[src/rtl/fetch_stage.sv]
// Instruction fetch stage: PC register, IF/ID latch and instruction-memory
// request port, with wait-state handling and stale-response discard.
//
// Ports:
//   clk, rst              clock (rising edge), synchronous active-high reset
//   pc_pause, ii_pause    hold requests from the pause unit
//   br_valid, br_target   redirect request and address from ID
//   imem_req, imem_addr   fetch request and address
//   imem_rdata            fetched word, valid while imem_ready=1
//   imem_ready            response strobe (may arrive in the request cycle)
//   id_inst, id_pc        IF/ID instruction and its fetch address + 1
//   id_valid              IF/ID holds a real instruction
module fetch_stage #(
    parameter int ADDR_W = 16,
    parameter int INST_W = 16,
    parameter logic [ADDR_W-1:0] RESET_PC = '0,
    parameter logic [INST_W-1:0] NOP_INST = INST_W'(16'h0800)
) (
    input  logic              clk,
    input  logic              rst,
    input  logic              pc_pause,
    input  logic              ii_pause,
    input  logic              br_valid,
    input  logic [ADDR_W-1:0] br_target,
    output logic              imem_req,
    output logic [ADDR_W-1:0] imem_addr,
    input  logic [INST_W-1:0] imem_rdata,
    input  logic              imem_ready,
    output logic [INST_W-1:0] id_inst,
    output logic [ADDR_W-1:0] id_pc,
    output logic              id_valid
);

    typedef enum logic {
        REQ  = 1'b0,
        DROP = 1'b1
    } state_t;

    state_t            state;
    logic [ADDR_W-1:0] pc;
    logic [ADDR_W-1:0] drop_addr;
    logic [ADDR_W-1:0] pc_inc;
    logic              stall;
    logic              redir;
    logic              accept;

    // ii_pause alone still freezes the PC: the front end never runs
    // ahead of a held IF/ID latch.
    assign stall  = pc_pause | ii_pause;
    assign redir  = br_valid & ~pc_pause;
    assign accept = imem_ready & (state == REQ);
    assign pc_inc = pc + ADDR_W'(1);

    // In DROP the address of the abandoned fetch stays on the bus so the
    // memory sees a stable request until it answers.
    assign imem_req  = ~rst;
    assign imem_addr = (state == DROP) ? drop_addr : pc;

    always_ff @(posedge clk) begin
        if (rst) begin
            state     <= REQ;
            pc        <= RESET_PC;
            drop_addr <= '0;
            id_inst   <= NOP_INST;
            id_pc     <= '0;
            id_valid  <= 1'b0;
        end else begin
            case (state)
                REQ: begin
                    if (redir) begin
                        pc       <= br_target;
                        id_inst  <= NOP_INST;
                        id_valid <= 1'b0;
                        // Fetch still in flight: remember it and discard
                        // its response when it eventually arrives.
                        if (!imem_ready) begin
                            drop_addr <= pc;
                            state     <= DROP;
                        end
                    end else if (stall) begin
                        // Hold everything; accepted data is refetched.
                    end else if (accept) begin
                        pc       <= pc_inc;
                        id_inst  <= imem_rdata;
                        id_pc    <= pc_inc;
                        id_valid <= 1'b1;
                    end else begin
                        id_inst  <= NOP_INST;
                        id_valid <= 1'b0;
                    end
                end
                DROP: begin
                    if (imem_ready) begin
                        state <= REQ;
                    end
                    if (redir) begin
                        pc <= br_target;
                    end
                    if (!stall) begin
                        id_inst  <= NOP_INST;
                        id_valid <= 1'b0;
                    end
                end
                default: begin
                    state <= REQ;
                end
            endcase
        end
    end

endmodule

[config.mk]
export PLATFORM = sky130hd
export DESIGN_NAME = fetch_stage
export DESIGN_NICKNAME = d
export VERILOG_FILES = /design/src/rtl/fetch_stage.sv
export SDC_FILE = /design/constraint.sdc
export NUM_CORES = 1
export LEC_CHECK = 0
export CAP_MARGIN = 20
export CORE_MARGIN = 5
export CORE_UTILIZATION = 45
export CTS_CLUSTER_DIAMETER = 100
export DETAILED_ROUTE_END_ITERATION = 8
export GPL_ROUTABILITY_DRIVEN = 0
export GPL_TIMING_DRIVEN = 0
export PLACE_DENSITY = 0.76
export SYNTH_ARGS = -nofsm -noshare
export SYNTH_HDL_FRONTEND = slang
export SYNTH_SLANG_ARGS = --single-unit
export TNS_END_PERCENT = 10
[constraint.sdc]
create_clock -name clk -period 5.45 [get_ports clk]
set_clock_uncertainty 0.2 [all_clocks]
set_input_delay 0.545 -clock clk [delete_from_list [all_inputs] [get_ports clk]]
set_output_delay 0.545 -clock clk [all_outputs]
set_load 0.1 [all_outputs]
-- Yosys cells after proc, flatten, opt, wreduce, memory -nomap -nowiden
Cells that the tools add are included.
- memories: 0
- flip-flop bits (word level): 66
- input port bits: 38
- bits in latches: 0
- ROM bits: 0
- logic and storage cells: 43
- output and inout port bits: 50
- bits in writable memories: 0
- bitwise gates (word level): 9
- $add $sub $neg: 1
- shifts and indexed selects: 0
- eq/ne operators: 4
- div/mod/pow operators: 0
- multiplexer cells: 19
- magnitude comparators: 0
- multipliers: 0
- reduce and logical (&&, ||, !) cells: 4
- operators by type and width (cell ; number):
    two-way mux 16 bit ; 9
    one-hot mux 16 bit (2 select lines) ; 2
    adder 16 x 1 -> 16 bit, second input constant ; 1
    two-way mux 1 bit ; 6
    inequality test 3 bit, second input constant ; 2
    NOT 1 bit ; 6
    AND reduction 3 bit ; 2
    one-hot mux 1 bit (2 select lines) ; 2
    AND reduction 4 bit ; 1
    AND 1 bit ; 2
    inequality test 2 x 1 -> 1 bit, second input constant ; 1
    inequality test 2 bit, second input constant ; 1
    AND reduction 2 bit ; 1
    OR 1 bit ; 1

-- Logic depth before layout (Yosys ltp)
Gate-level depths: netlist (run 1).
- depth after elaboration: 6
- gate-level depth with buffers: 6
- gate-level depth less buffers: 5

-- Worst setup path after synthesis (run 1)
No wires, ideal clock.
- path type: register -> output
- start: register pc[5]
- end: output port imem_addr[5]
- setup slack: 2.058 ns
- data arrival time: 2.647 ns
- path buffers: 1
- required time: 4.705 ns
- cell stages (with the launch flop): 4
- path through: dfxtp_1 > buf_2 > inv_1 > o21ai_0
- longest elaborated chain between the ends: 1
- ends and longest elaborated chain (item ; RTL line ; source):
    start: declaration ; 40 ; logic [ADDR_W-1:0] pc;
    start signal: assignment ; 71 ; pc <= br_target;
    start signal: assignment ; 83 ; pc <= pc_inc;
    start signal: assignment ; 97 ; pc <= br_target;
    two-way mux 16 bit ; 57 ; assign imem_addr = (state == DROP) ? drop_addr : pc;
    end: declaration ; 26 ; output logic [ADDR_W-1:0] imem_addr,
No other way between the ends.

-- Worst setup path after layout (run 1)
- start: register state
- end: output port imem_addr[14]
- longest elaborated chain between the ends: 1
- ends and longest elaborated chain (item ; RTL line ; source):
    start: declaration ; 39 ; state_t state;
    start signal: assignment ; 61 ; state <= REQ;
    start signal: assignment ; 78 ; state <= DROP;
    start signal: assignment ; 94 ; state <= REQ;
    two-way mux 16 bit ; 57 ;
No other way between the ends.

==> out/results.ini, run 1 <==
[setup_path]
path_class=register to output pin
endpoint_kind=output pin
worstSetupStartpointType=register
crit_required_ns=4.70
crit_fanout=10
cp_data_arrival_time_ns=3.02

[clock_network]
cts_buffers=9
clock_path_buffers=2
root_buffer=clkbuf_8
cts_hold_buffers=0
cts_setup_buffers=0
cts_tree=yes
clkLatencyLatePin_ns=0.34
cts_resized=0
clock_sinks=66
htreeDepth=3
clkTransAtPathRegs_ns=0.07

[timing]
rsz0062_at_grt=no
max_slew.worst_pin.slew_ns=0.994
fmax_ghz=0.266
max_slew_margin_pct=33.5
finalCritPeriodShare_pct=69.0
hold_viol=0
tns_ns=0
min_period_ns=3.76
finalMaxSlewViolations=0
setup_viol=0

[run]
drv_cap=0

[grt]
grt_max_degree=11
grt_overflow_total=0
antenna_found_initial=0
grt_pass1_wl_um=15500
grt_util_all_layers_pct=22.6
grt_pass1_vias=3152

[synth]
synthesis.nets=431
async_flop_share_pct=0
synth_seq_cells=66
synth-seq-area-share_pct=42.6
ys.flop_type=dfxtp_1
yosysWarningCount=0
synth_edf_count=0
syn-instance-count=392
syn_area_um2=3100
synth_area_per_cell_um2=7.92
synth_cell_type_count=43

[drt]
ant_nets=0
vias_per_cell=5.76
post-route-drc-count=0
wl_per_cell_um=16.9
drtPass1Iterations=5
via_count=3302
drt_iter0_drc=303
drt_wl_total_um=9670

[cells_and_area]
nNetsFinal=529
syn_to_final_growth_pct=37.4
diodes=0
fillers=570
drive_gt1_share_pct=5.88
final_util_pct=63.1

[power_and_ir_drop]
peakVddDrop_mv=0.163
power.leakage_nw=1.39
power_density_nw_per_um2=287

[placed_design]
dp_hpwl_um=7140
port_buffers=87

[die]
fp-row-count=30
ioPinCount=88
design.die.area_um2=8660
core_area_um2=6760
start_util_pct=45.9
die_w_um=93.1
die_h_um=93.1

[run_status]
status=finished, final reports clean

[min_path]
worstHoldPathType=register to register

-- placed cells by master, fill, tap and decap left out, types with 3 or more instances in the layout --
cell,netlist,final
clkdlybuf4s50_1,0,87
nand2_1,70,70
dfxtp_1,66,66
a21oi_1,41,41
clkbuf_1,27,27
nor2_1,27,27
nand3_1,19,19
o21ai_0,15,15
a211oi_1,14,14
xnor2_1,12,12
clkbuf_8,0,11
inv_1,10,10
nand4_1,9,9
nor4_1,8,8
mux2_2,7,7
nor3_1,7,7
o32ai_1,6,6
nand2b_1,5,5
or3_1,4,4
a22oi_1,4,4
o21a_1,3,3
a31oi_1,3,3
a32oi_1,3,3
o211ai_1,3,3
o31a_1,3,3
-- cells by family after synthesis --
group,Yosys count,share of synthesized area (%)
compound gates,99,19.9
xor+xnor,14,3.95
fa+ha+maj,1,0.403
buf+inv,43,5.44
flops,66,42.6
mux,8,2.86
simple gates,161,24.9
-- synthesized netlist by cell type, types with 6 or more instances --
cell type	count	share of area, %
a21oi_1	41	6.6
nand2_1	70	8.5
clkbuf_1	27	3.3
nand4_1	9	1.8
o32ai_1	6	1.7
nand3_1	19	3.1
nor2_1	27	3.3
nor3_1	7	1.1
mux2_2	7	2.5
nor4_1	8	1.6
xnor2_1	12	3.4
a211oi_1	14	3.4
o21ai_0	15	2.4
dfxtp_1	66	43
inv_1	10	1.2
-- worst max-delay path: stages, from the launching register on --
cell,delay [ns]
dfxtp_1,0.40
clkbuf_1,0.36
buf_1,0.49
mux2_2,0.28
clkdlybuf4s50_1,1.13
-- registers in the layout (all words and copies together) (netlist names) --
register,flops
pc,16
id_inst,16
drop_addr,16
id_valid,1
id_pc,16
state,1
-- final cells by class --
cell class	instances	area [um^2]	area share, %
inverter	10	37.5	0.880
clock inverter	3	40.0	0.938
multi-input combinational	283	1610	37.8
buffer	33	131	3.08
sequential	66	1320	31.0
timing repair buffer	87	871	20.4
clock buffer	11	151	3.55
tap	80	100	2.35
-- routing by layer --
| layer | global-route usage [%] | wire length, um |
|---|---|---|
| met5 | 0 | 0 |
| met4 | 7.33 | 154 |
| met3 | 4.59 | 725 |
| met2 | 37.1 | 4650 |
| met1 | 29.7 | 4140 |
-- final timing paths --
path,from,end,slack [ns],cells past startpoint
max,state,imem_addr[14],1.69,4
min,id_inst[0],id_inst[0],0.25,2
max reg2reg,pc[0],pc[14],3.02,5
min reg2reg,id_inst[0],id_inst[0],0.25,2
-- through the flow --
step	worst slack, ns	instance area (um^2)	hold WS (ns)	instances	power, mW
after floorplan	2.06	3100	0.233	392	0.732
after global placement	1.97	4080	0.238	559	0.822
after detailed placement	1.98	4080	0.245	559	0.825
after CTS	1.72	4270	0.253	573	1.23
after global routing	1.55	4270	0.274	573	1.27
final	1.69	4270	0.250	573	1.23
-- report_power, final --
part	switching (mW)	leakage [nW]	internal (mW)	total [mW]
Sequential	0.0170	0.536	0.501	0.518
Combinational	0.211	0.753	0.0879	0.299
Clock	0.180	0.101	0.230	0.410
Total	0.408	1.39	0.819	1.23
(Power assumes the default switching activity.)
==> run 2, diff against run 1 <==
==> constraint.sdc (replaced) <==
create_clock -name clk -period 3.8 [get_ports clk]
set_clock_uncertainty 0.2 [all_clocks]
set_input_delay 0.38 -clock clk [delete_from_list [all_inputs] [get_ports clk]]
set_output_delay 0.38 -clock clk [all_outputs]
set_load 0.1 [all_outputs]
==> results of run 2 <==
Same layout as run 1 (identical final DEF). Status: finished, final reports clean.
Main changes from that run: setup slack after placement 1.98 ns -> 0.619 ns; setup slack after layout 1.69 ns -> 0.203 ns; register-to-register setup slack 3.02 ns -> 1.37 ns; total power 1.23 mW -> 1.76 mW; worst IR drop on VDD 0.163 mV -> 0.234 mV
==> run 3, diff against run 2 <==
--- a/config.mk
+++ b/config.mk
@@ -6,13 +6,13 @@
 export NUM_CORES = 1
 export LEC_CHECK = 0
 export CAP_MARGIN = 20
-export CORE_MARGIN = 5
 export CORE_UTILIZATION = 45
 export CTS_CLUSTER_DIAMETER = 100
 export DETAILED_ROUTE_END_ITERATION = 8
 export GPL_ROUTABILITY_DRIVEN = 0
 export GPL_TIMING_DRIVEN = 0
 export PLACE_DENSITY = 0.76
+export RECOVER_POWER = 100
 export SYNTH_ARGS = -nofsm -noshare
 export SYNTH_HDL_FRONTEND = slang
 export SYNTH_SLANG_ARGS = --single-unit
==> out/results.ini, run 3 (same netlist as run 1, synthesis figures left out) <==
[setup_path]
path_cells=clkbuf_1, clkbuf_1, mux2_2, clkdlybuf4s50_1
worstSetupStartpointType=register
cp.depth=4
path_class=register to output pin
max_stage_delay_ns=1.13
endpoint_kind=output pin
path_delay_family=buffers and inverters
crit_buf_inv=3
crit_fanout=10
crit_top_cell=clkbuf_1
cp_slowest_cell=clkdlybuf4s50_1
rrSetupSlack_ns=1.32
cp_data_arrival_time_ns=3.09
crit_required_ns=3.22
worst-r2r-cell-count=5

[power_and_ir_drop]
comb_power_share_pct=23.0
power_switching_share_pct=33.6
seqPwrFrac_pct=41.0
clockPowerShare_pct=36.0
switchingPower_uw=609
fin_total_pwr_mw=1.81
peakVddDrop_mv=0.354
power_density_nw_per_um2=424
power.leakage_nw=1.53
intPower_mw=1.20

[die]
fp-row-count=29
design.die.area_um2=7230
ioPinCount=88
die_h_um=85.1
core_area_um2=6490
start_util_pct=47.8
die_w_um=85.1

[min_path]
hold_depth=2
worstHoldPathType=register to register

[placed_design]
placed_area_um2=4070
port_buffers=87
dp_hpwl_um=6650

[timing]
rsz0062_at_grt=no
hold_ws_ns=0.250
hold_viol=0
fmax_ghz=0.272
finalMaxSlewViolations=0
tns_ns=0
setup_viol=0
max_slew_margin_pct=32.4
finalCritPeriodShare_pct=96.6
max_slew.worst_pin.slew_ns=1.01
min_period_ns=3.67

[cells_and_area]
final_common_cell=nand2_1
diodes=0
drive_gt1_share_pct=5.86
final_util_pct=65.9
nNetsFinal=529
final_cell_mix=nand2_1, dfxtp_1, dlygate4sd3_1, a21oi_1, clkdlybuf4s50_1
design_area_um2=4280
syn_to_final_growth_pct=37.8

[clock_network]
clock_sinks=66
cts_setup_buffers=0
clkTransAtPathRegs_ns=0.08
htreeDepth=3
root_buffer=clkbuf_8
clock_path_buffers=2
cts_resized=0
clkLatencyLatePin_ns=0.35
cts_buffers=9
cts_tree=yes
cts_hold_buffers=0

[drt]
drt_iter0_drc=232
via_count=3285
post-route-drc-count=0
drt_wl_total_um=9260
vias_per_cell=5.74
ant_nets=0
drtPass1Iterations=5
wl_per_cell_um=16.2

[grt]
grt_pass1_wl_um=15100
grt_max_degree=13
grt_pass1_vias=3018
grtUsageMet1_pct=37.1
met3_usage_pct=5.06
grt_use_met2_pct=41.5
grt_util_all_layers_pct=26.7
grt_overflow_total=0
antenna_found_initial=0
grt.busiest_layer=met2

[run]
drv_cap=0

[run_status]
status=finished, final reports clean

run 3: changes by cell type in the layout (fill, tap and decap cells not counted), moves of 2 or more:
cell	change
clkdlybuf4s50_1	-48
dlygate4sd3_1	+48
clkbuf_8	-2
clkinvlp_4	+2
run 3: area by class of cell:
type	instances	area [um^2]
inverters	10	37.5
plain buffers	33	131
repair buffers	87	871
clock buffers	9	124
flip-flops and latches	66	1320
fillers	556	2220
multi-input cells	283	1600
clock inverters	7	93.8
well taps	77	96.3
run 3: stage by stage:
step / setup slack (ns) / instances
2_1_floorplan: 0.573 / 392
3_3_place_gp: 0.571 / 556
3_5_place_dp: 0.566 / 556
4_1_cts: 0.167 / 572
5_1_grt: 0.0678 / 572
6_report: 0.128 / 572
run 3: worst min-delay path: cells and delay by family (launching register included):
family | cells | cell delay (ns)
AO/OA/AOI/OAI | 1 | 0.05
AND/OR/NAND/NOR | 1 | 0.05
flip-flops | 1 | 0.31
run 3: per-layer routing:
layer  vias up  part of all wire (%)
met1      1536                    45
met5         -                     0
li1       1583                     -
met3         9                   8.0
met4         0                   1.0
met2       157                    46
run 3: worst paths after layout:
path | start | endpoint
min reg2reg | id_inst[12] | id_inst[12]
max reg2reg | pc[0] | pc[14]
min | id_inst[12] | id_inst[12]
max | state | imem_addr[15]
run 3: power groups by stage:
stage / Sequential [mW] / Clock (mW) / Combinational [mW]
finish: 0.744 / 0.652 / 0.418
global route: 0.747 / 0.688 / 0.439
CTS: 0.743 / 0.655 / 0.425
detailed placement: 0.758 / 0 / 0.422
global placement: 0.757 / 0 / 0.420
floorplan: 0.837 / 0 / 0.213
